$ cat config.mk
export PLATFORM = sky130hd
export DESIGN_NAME = uart_tx
export DESIGN_NICKNAME = d
export VERILOG_FILES = /design/src/rtl/uart_tx.sv
export SDC_FILE = /design/constraint.sdc
export NUM_CORES = 1
export LEC_CHECK = 0
export ABC_AREA = 1
export CORE_MARGIN = 2
export CORE_UTILIZATION = 54
export DETAILED_ROUTE_END_ITERATION = 16
export PLACE_DENSITY = 0.83
export SLEW_MARGIN = 5
export SYNTH_ARGS = -nofsm -noshare
export SYNTH_HDL_FRONTEND = slang
export SYNTH_SLANG_ARGS = --single-unit
$ cat constraint.sdc
create_clock -name clk -period 2.1 [get_ports clk]
set_clock_uncertainty 0.05 [all_clocks]
set_input_delay 0.63 -clock clk [delete_from_list [all_inputs] [get_ports clk]]
set_output_delay 0.63 -clock clk [all_outputs]
set_load 0.01 [all_outputs]
$ cat src/rtl/uart_tx.sv
// UART serial transmitter: start bit, LSB-first data, optional parity, stop bit.
// One bit per clk cycle; tx_out and busy are registered from the next-state decode.
module uart_tx #(
    parameter int unsigned DATA_WIDTH = 8
) (
    input  logic                  clk,
    input  logic                  reset,
    input  logic [DATA_WIDTH-1:0] p_data,
    input  logic                  data_valid,
    input  logic                  par_en,
    input  logic                  par_typ,
    output logic                  tx_out,
    output logic                  busy
);

    localparam int unsigned CNT_W = (DATA_WIDTH > 1) ? $clog2(DATA_WIDTH) : 1;
    localparam logic [CNT_W-1:0] CNT_LAST = CNT_W'(DATA_WIDTH - 1);

    typedef enum logic [2:0] {
        IDLE,
        START,
        DATA,
        PARITY,
        STOP
    } state_e;

    state_e                  state_q, state_d;
    logic [CNT_W-1:0]        cnt_q, cnt_d;
    logic [DATA_WIDTH-1:0]   data_q, data_d;
    logic                    par_en_q, par_en_d;
    logic                    par_typ_q, par_typ_d;
    logic                    tx_q, tx_d;
    logic                    busy_q, busy_d;

    // Next-state, latch and output computation
    always_comb begin
        state_d   = state_q;
        cnt_d     = cnt_q;
        data_d    = data_q;
        par_en_d  = par_en_q;
        par_typ_d = par_typ_q;
        tx_d      = 1'b1;
        busy_d    = 1'b0;

        unique case (state_q)
            IDLE: begin
                if (data_valid) begin
                    data_d    = p_data;
                    par_en_d  = par_en;
                    par_typ_d = par_typ;
                    state_d   = START;
                end
            end
            START: begin
                cnt_d   = '0;
                state_d = DATA;
            end
            DATA: begin
                if (cnt_q == CNT_LAST) begin
                    state_d = par_en_q ? PARITY : STOP;
                end else begin
                    cnt_d = cnt_q + CNT_W'(1);
                end
            end
            PARITY: begin
                state_d = STOP;
            end
            STOP: begin
                // A request landing on the stop cycle chains straight into the next start bit
                if (data_valid) begin
                    data_d    = p_data;
                    par_en_d  = par_en;
                    par_typ_d = par_typ;
                    state_d   = START;
                end else begin
                    state_d = IDLE;
                end
            end
            default: begin
                state_d = IDLE;
            end
        endcase

        // Outputs decoded from the upcoming state so the registered line tracks the FSM
        unique case (state_d)
            IDLE:    tx_d = 1'b1;
            START:   tx_d = 1'b0;
            DATA:    tx_d = data_d[cnt_d];
            PARITY:  tx_d = (^data_d) ^ par_typ_d;
            STOP:    tx_d = 1'b1;
            default: tx_d = 1'b1;
        endcase
        busy_d = (state_d != IDLE);
    end

    always_ff @(posedge clk) begin
        if (reset) begin
            state_q   <= IDLE;
            cnt_q     <= '0;
            data_q    <= '0;
            par_en_q  <= 1'b0;
            par_typ_q <= 1'b0;
            tx_q      <= 1'b1;
            busy_q    <= 1'b0;
        end else begin
            state_q   <= state_d;
            cnt_q     <= cnt_d;
            data_q    <= data_d;
            par_en_q  <= par_en_d;
            par_typ_q <= par_typ_d;
            tx_q      <= tx_d;
            busy_q    <= busy_d;
        end
    end

    assign tx_out = tx_q;
    assign busy   = busy_q;

endmodule

# After elaboration in Yosys (flattened, before gate mapping)
# Index checks and enable logic that the tools add are counted.
# Widths: inputs -> output; s select.
[word_totals] register_bits=18 out_inout_bits=2 inputBits=13 word_cells=37
[classes] reduce_logical=5 eq_ne=8 bitwise_logic=1 n_lt_le_gt_ge=1 muxes=14 add_sub_neg=1
[ops] operator="$mux 8" count=2
[ops] operator="$pmux 3 s5" count=1
[ops] operator="$eq 3x2->1 const B" count=4
[ops] operator="$mux 3" count=4
[ops] operator="$reduce_xor 8->1" count=1
[ops] operator="$eq 3x1->1 const B" count=2
[ops] operator="$eq 3x3->1 const B" count=2
[ops] operator="$pmux 3 s2" count=1
[ops] operator="$lt 3x4->1 const B" count=1
[ops] operator="$mux 1" count=4
[ops] operator="$add 3x1->3 const B" count=1
[ops] operator="$bmux 1 s3" count=1
[ops] operator="$logic_not 3->1" count=1
[ops] operator="$pmux 1 s3" count=1
[ops] operator="$reduce_bool 3->1" count=1
[ops] operator="$reduce_and 2->1" count=1
[ops] operator="$reduce_or 2->1" count=1
[ops] operator="$xor 1x1->1" count=1

# Depth between registers and ports, before layout
[depth] ltp_word=6 ltp_mapped=15 ltp_nobuf=15

# Least setup slack after synthesis
# OpenSTA, ideal clock, no wires.
[synth_timing] kind="input-to-reg" startpoint="input data_valid" endpoint="register tx_q (netlist: tx_out)" setup_slack_ps=270 arrival_time_ps=1668 path_stages=13 n_path_buf=2 required_time_ps=1938 setup_time_ps=112 cell_sequence="buf_2 > buf_2 > nand3_1 > nand2_1 > nand2_1 > nand2_1 > nand2_1 > nand3_1 > nand2_1 > nand2_1 > nand3_1 > nand2_1 > nand2_1"
[synth_between] elab_chain_cells=5 elab_cells_between_ends=15
[synth_rtl] element="from (decl)" line_no="9" source="input logic data_valid,"
[synth_rtl] element="$mux 8" line_no="47, 70"
[synth_rtl] element="$mux 8"
[synth_rtl] element="$bmux 1 s3 / $reduce_xor 8->1 (equally long branches)" line_no="88, 89"
[synth_rtl] element="$mux 1 (not written as such) / $xor 1x1->1 (equally long branches)" line_no="88, 89"
[synth_rtl] element="$pmux 1 s3 (*)" line_no="85" source="unique case (state_d)"
[synth_rtl] element="to (signal assigned)" line_no="111" source="tx_q <= tx_d;"
[synth_rtl] element="to (decl)" line_no="32" source="logic tx_q, tx_d;"
# Mark *: on every way between the ends. The rest lies on a longest branch, timed or not. The select of a mux whose other input is x is not followed.
# A chain may end at the register's enable or synchronous reset.

# Worst setup path after layout
[layout_timing] startpoint="register busy_q (netlist: busy)" endpoint="output busy"
[layout_rtl] element="from (decl)" line_no="33" source="logic busy_q, busy_d;"
[layout_rtl] element="from (signal assigned)" line_no="112" source="busy_q <= busy_d;"
[layout_rtl] element="to (decl)" line_no="13" source="output logic busy"
# No word-level cell between the ends.

==> results.rst <==
.. list-table::
   :header-rows: 1

   * - Metric
     - Value
   * - Static Leakage
     - 0.810 nW
   * - Unique masters post-synth
     - 19
   * - Buf+Inv Stages, Crit Path
     - 1
   * - First-pass GRT wire length
     - 4570 um
   * - Largest incremental delay on the critical path
     - 0.52 ns
   * - Core Rows
     - 16
   * - Clock tree sinks
     - 18
   * - Max-slew violation count
     - 0
   * - Data required time at the worst endpoint
     - 1.42 ns
   * - Post-Synthesis Net Count
     - 218
   * - Number of buffers created by CTS
     - 3
   * - Most common cell after layout, fill and taps aside
     - sky130_fd_sc_hd__nand2_1
   * - Worst R2R Path Depth
     - 14
   * - Library cell with the largest summed area after synthesis
     - sky130_fd_sc_hd__dfxtp_1
   * - Starting density of the core
     - 58.7%
   * - Setup slack of the most critical reg-to-reg path
     - 0.28 ns
   * - H-tree lvl count
     - 1
   * - Power share of the combinational group
     - 38.7%
   * - Min-Delay Endpoint
     - par_en_q$_SDFFE_PP0P_
   * - DRC violations left
     - 0
   * - Hold Fails Final Rpt
     - 0
   * - Average routed wire per standard cell
     - 9.84 um
   * - RSZ-0062 raised after global routing
     - false
   * - Reg clk slew, reported paths
     - 0.10 ns
   * - Master of the slowest instance on the critical path
     - sky130_fd_sc_hd__clkdlybuf4s50_1
   * - Post-detailed-route via-to-cell ratio
     - 4.92
   * - Number of hold-repair buffers added at the cts stage
     - 0
   * - Setup slack after placement
     - -0.258 ns
   * - Clk network pwr share
     - 18.7%
   * - Number of cells on the worst hold path
     - 2
   * - Critical Setup Path Class
     - reg -> out
   * - Max-slew headroom
     - 80.8%
   * - Post-layout utilization of the core
     - 72.4%
   * - Net count, final
     - 246
   * - Crit-path cells
     - clkdlybuf4s50_1
   * - IO Pins
     - 15
   * - Max-cap violations
     - 0
   * - Via count
     - 1264
   * - Filler cells
     - 176
   * - Final critical delay including setup and external delays
     - 1.83 ns
   * - First-pass DRT Iterations
     - 4
   * - Fmax
     - 546 MHz
   * - Power density over cell area
     - 623 nW/um2
   * - Clock latency reported for the late side of the worst-skew pair
     - 0.30 ns
   * - Average size of a mapped cell
     - 5.81 um2
   * - Synth-to-layout area growth
     - 23.4%
   * - Port Buffers
     - 14
   * - Cell chosen for the clock root
     - sky130_fd_sc_hd__clkbuf_4
   * - Post-route antenna net violation count
     - 0
   * - Width of the die
     - 50.9 um
   * - Vias in the first global route
     - 1183
   * - Post-synthesis instance area
     - 1190 um2
   * - Slack of the critical path
     - 0.268 ns
   * - Endpoint class of the critical path
     - output pin
   * - Antenna violations before repair
     - 0
   * - Final-report setup violation count
     - 0
   * - Maximum root-to-sink buffer count
     - 2
   * - Terminus of the critical flop-to-flop path
     - tx_out$_SDFF_PP1_
   * - Worst hold-check slack
     - 0.459 ns
   * - Vertical extent of the die
     - 50.9 um
   * - Min-delay worst type
     - reg -> reg
   * - Half-perimeter wire length after detailed placement
     - 2040 um
   * - Most area-consuming cells after synthesis
     - sky130_fd_sc_hd__dfxtp_1 30%, sky130_fd_sc_hd__nand2_1 28%, sky130_fd_sc_hd__nand3_1 11%, sky130_fd_sc_hd__inv_1 8.9%, sky130_fd_sc_hd__nor2_1 5.4%
   * - Ratio of final minimum period to clock period
     - 87.2%
   * - Synthesis Warnings
     - 0
   * - Slew at the pin closest to its max-slew limit
     - 0.287 ns
   * - Largest net degree at the start of global routing
     - 19
   * - Sequential element share of the synthesized area
     - 30.4%
   * - DRC violation total after the first TritonRoute iteration
     - 26
   * - Reg2reg start
     - cnt_q[0]$_SDFF_PP0_
   * - Share of total power consumed by net switching
     - 34.4%
   * - Core area
     - 2020 um2
   * - Top cell family by delay on the critical path
     - buffers and inverters
   * - Overall overflow remaining after global route
     - 0
   * - Worst IR Drop VDD
     - 0.539 mV
   * - Finished Cell Area
     - 1460 um2
   * - Final Routed Wirelength
     - 2530 um
   * - Flop and latch count out of synthesis
     - 18
   * - Category of the worst setup path launch point
     - register
   * - Share of the synthesized area in the top cell type
     - 30.4%
   * - Final estimated routing congestion in global placement
     - 0.956
   * - Instance area after placement
     - 1440 um2
   * - Register share of total power
     - 42.6%
   * - Die area
     - 2590 um2
   * - Status
     - finished, final reports clean
   * - Buffers inserted by post-CTS timing repair
     - 0
   * - Layout cell share with drive strength beyond 1
     - 10.0%
   * - Commonest cells after routing, fill and taps aside
     - 88 x sky130_fd_sc_hd__nand2_1, 28 x sky130_fd_sc_hd__inv_1, 27 x sky130_fd_sc_hd__nand3_1
   * - Gate count after technology mapping
     - 204
   * - Summed negative setup slack over all endpoints
     - 0 ns
   * - Clock tree from TritonCTS
     - done
   * - P_sw
     - 0.314 mW
   * - Startpoint of the tightest hold check path
     - par_en_q$_SDFFE_PP0P_
   * - All-Layer GR Usage
     - 23.2%
   * - Design internal power
     - 0.598 mW
   * - Worst path arrival time
     - 1.15 ns
   * - Biggest fanout along the worst timing path
     - 1
   * - Antenna cell count
     - 0
==> power by group through the flow <==
stage	logic, mW	registers, mW	clock network, mW
detailed placement	0.352	0.396	0
global route	0.404	0.392	0.191
CTS	0.353	0.388	0.177
finish	0.353	0.388	0.170
global placement	0.339	0.394	0
floorplan	0.235	0.395	0
==> logic make-up after synthesis <==
family                     after synthesis  synth area share [%]
adders and majority gates                1                  1.05
xor gates and xnor gates                 1                  1.37
and+or+nand+nor                        144                  52.4
AOI/OAI and AO/OA                        6                  2.85
DFF                                     18                  30.4
buffers and inverters                   34                  11.9
==> worst max-delay path by stage <==
stage	startpoint	to	slack (ns)	cells past startpoint
after floorplan	data_valid	tx_out$_SDFF_PP1_	0.27	13
after global placement	data_valid	tx_out$_SDFF_PP1_	-0.19	13
after detailed placement	data_valid	tx_out$_SDFF_PP1_	-0.26	13
after CTS	data_valid	tx_out$_SDFF_PP1_	0.06	13
after global routing	cnt_q[0]$_SDFF_PP0_	tx_out$_SDFF_PP1_	0.02	14
final	busy$_SDFF_PP0_	busy	0.27	1
==> state kept, by name, indices dropped and copies added (netlist names) <==
| signal | flops |
|---|---|
| cnt_q | 3 |
| data_q | 8 |
| par_en_q | 1 |
| tx_out | 1 |
| par_typ_q | 1 |
| state_q | 3 |
| busy | 1 |
==> final cells by class <==
cell class                 instances  area [um2]  share of cell area [%]
clock buffer                       3        22.5                    1.54
multi-input combinational        152         687                    46.9
inverter                          28         105                    7.18
timing repair buffer              29         255                    17.4
tap                               27        33.8                    2.31
sequential                        18         360                    24.6
==> repair_timing <==
action / 4_1_cts / 5_1_grt
gates resized for setup: 0 / 2
hold endpoints to repair: 0 / 0
setup endpoints to repair: 0 / 1
==> metrics by stage <==
step,std cells,power [mW]
after global placement,254,0.733
after detailed placement,254,0.748
after CTS,257,0.919
after global routing,257,0.987
after floorplan,204,0.630
final,257,0.911
==> synth_stat cells <==
cell,number
sky130_fd_sc_hd__a21oi_1,2
sky130_fd_sc_hd__a31oi_1,1
sky130_fd_sc_hd__buf_2,2
sky130_fd_sc_hd__buf_4,1
sky130_fd_sc_hd__buf_6,1
sky130_fd_sc_hd__clkbuf_1,2
sky130_fd_sc_hd__dfxtp_1,18
sky130_fd_sc_hd__ha_1,1
sky130_fd_sc_hd__inv_1,28
sky130_fd_sc_hd__nand2_1,89
sky130_fd_sc_hd__nand2_2,1
sky130_fd_sc_hd__nand2_4,1
sky130_fd_sc_hd__nand3_1,27
sky130_fd_sc_hd__nand3b_1,8
sky130_fd_sc_hd__nor2_1,17
sky130_fd_sc_hd__nor2_4,1
sky130_fd_sc_hd__o211ai_1,1
sky130_fd_sc_hd__o21ai_0,2
sky130_fd_sc_hd__xnor2_2,1
==> layer usage <==
metal	vias to the layer above	routed length (um)	global-route usage, %
li1	682	-	-
met1	553	1130	26.0
met2	24	1270	43.4
met3	5	96	5.26
met4	0	31	6.76
met5	-	0	0
Note: power is estimated with default switching activity, not from simulation.
==> edit: new RTL, config.mk and constraints unchanged <==
Encoding of `state_e`: now one-hot (5 bits for 5 states).
--- a/src/rtl/uart_tx.sv
+++ b/src/rtl/uart_tx.sv
@@ -16,12 +16,12 @@
     localparam int unsigned CNT_W = (DATA_WIDTH > 1) ? $clog2(DATA_WIDTH) : 1;
     localparam logic [CNT_W-1:0] CNT_LAST = CNT_W'(DATA_WIDTH - 1);
 
-    typedef enum logic [2:0] {
-        IDLE,
-        START,
-        DATA,
-        PARITY,
-        STOP
+    typedef enum logic [4:0] {
+        IDLE   = 5'b00001,
+        START  = 5'b00010,
+        DATA   = 5'b00100,
+        PARITY = 5'b01000,
+        STOP   = 5'b10000
     } state_e;
 
     state_e                  state_q, state_d;
Formal check against the unedited RTL: same outputs for any inputs over 10 cycles, from zero or initial values and one cycle with reset high; not proved beyond that.
==> edit against the unedited design <==
Global-route usage fell by 1.2 points. Total power rose by 21%. Worst setup slack got worse by 95 ps. Sequential share of layout area barely moved. Synthesized area rose by 14%. Wire length rose by 14%. Design area rose by 11%. Sequential cell count rose by 2. Largest cell class unchanged.
==> edit: results (changes against the unedited design) <==
- Pin count of the biggest net entering global routing: 14 (was 19)
- Pwr dens: 677 nW/um2 (was 623 nW/um2)
- Commonest cells post-synth: nand2_1, nor2_1, inv_1, nand3_1, dfxtp_1 (was nand2_1, inv_1, nand3_1, dfxtp_1, nor2_1)
- Post-Syn Nets: 229 (was 218)
- Vias: 1367 (was 1264)
- Synth Instances: 215 (was 204)
- Slew HR: 0.753 (was 0.808)
- Layout cells sized above 1: 0.184 (was 0.100)
- First-pass GRT wire length: 4750 um (was 4570 um)
- CP max stage delay: 370 ps (was 520 ps)
- Nets@finish: 254 (was 246)
- Non-filler cells in the finished layout: 269 (was 257)
- Total track usage: 0.220 (was 0.232)
- CP Class: reg2reg (was reg2out)
- Iteration-0 DRC Markers: 29 (was 26)
- Detailed Routing Iterations Pass 1: 5 (was 4)
- CP Max Fanout: 13 (was 1)
- Hpwl dp: 2180 um (was 2040 um)
- Critical Path AT: 2100 ps (was 1150 ps)
- Outcome: finished clean (unchanged)
- Gpl congestion: 0.829 (was 0.956)
- Post-place setup slack: -329 ps (was -258 ps)
- Distinct cells, synth: 27 (was 19)
- Reg clk slew, reported paths: 120 ps (was 100 ps)
- Top post-synthesis cells by area: dfxtp_1, nand2_1, nor2_1, nand3_1, inv_1 (was dfxtp_1, nand2_1, nand3_1, inv_1, nor2_1)
- Dpl cell area: 1570 um2 (was 1440 um2)
- Delay-heaviest family, CP: simple AND/OR/NAND/NOR gates (was buffers and inverters)
- Slowest-stage cell, CP: dfxtp_1 (was clkdlybuf4s50_1)
- Filler Cell Count: 221 (was 176)
==> edit: cell types whose count changed in the layout (fill, tap and decap cells not counted), sizes merged, moves of 2 or more <==
cell | unedited run | this run
buf | 15 | 12
nand2 | 91 | 74
nor2 | 18 | 41
a21oi | 2 | 4
nand3b | 8 | 5
dfxtp | 18 | 20
nand4 | 0 | 2
nor3 | 0 | 2
nand3 | 27 | 25
==> edit: power by group <==
group          internal, mW  switching, mW
registers             0.407         0.0155
clock network         0.193          0.123
logic                 0.156          0.206
==> edit: logic make-up (layout without fill, tap and decap cells) <==
family          after synthesis  after routing  share of synthesized area
compound gates                9              9                     0.0389
buf+inv                      34             58                      0.118
xor+xnor                      1              1                    0.00648
fa+ha+maj                     1              1                    0.00925
simple gates                150            150                      0.531
flops                        20             20                      0.296
==> edit: metal layers <==
metal,GRT usage,vias up,part of all wire
met1,0.285,616,0.48
met4,0.0875,0,0.019
li1,-,713,-
met2,0.372,31,0.46
met5,0,-,0
met3,0.0222,7,0.037
==> edit: cell type report <==
cell class | count | share of cell area
repair buffers | 26 | 0.141
multi-input cells | 161 | 0.493
flip-flops and latches | 20 | 0.246
clock buffers | 3 | 0.0139
well taps | 30 | 0.0231
inverters | 28 | 0.0647
clock inverters | 1 | 0.0185
==> edit: path summary, 6_finish.rpt <==
kind	end	slack [ps]	cells after the start
worst max register to register	tx_out	170	14
worst max-delay path	tx_out	170	14
worst min register to register	state_q[3]	470	2
worst min-delay path	state_q[3]	470	2
==> edit: worst reg2reg max path, cell delays in order, from the launching register on <==
cell and delay (ps):
dfxtp_1 370, nor2_4 190, nand3_4 220, nand2_8 220
nand2_1 70, nand2_1 120, nand2_1 80, nand2_2 90
inv_2 50, nand2_1 60, nand3_1 90, nand2_1 70
nand2_1 50, nand3_1 60, nand2_1 50
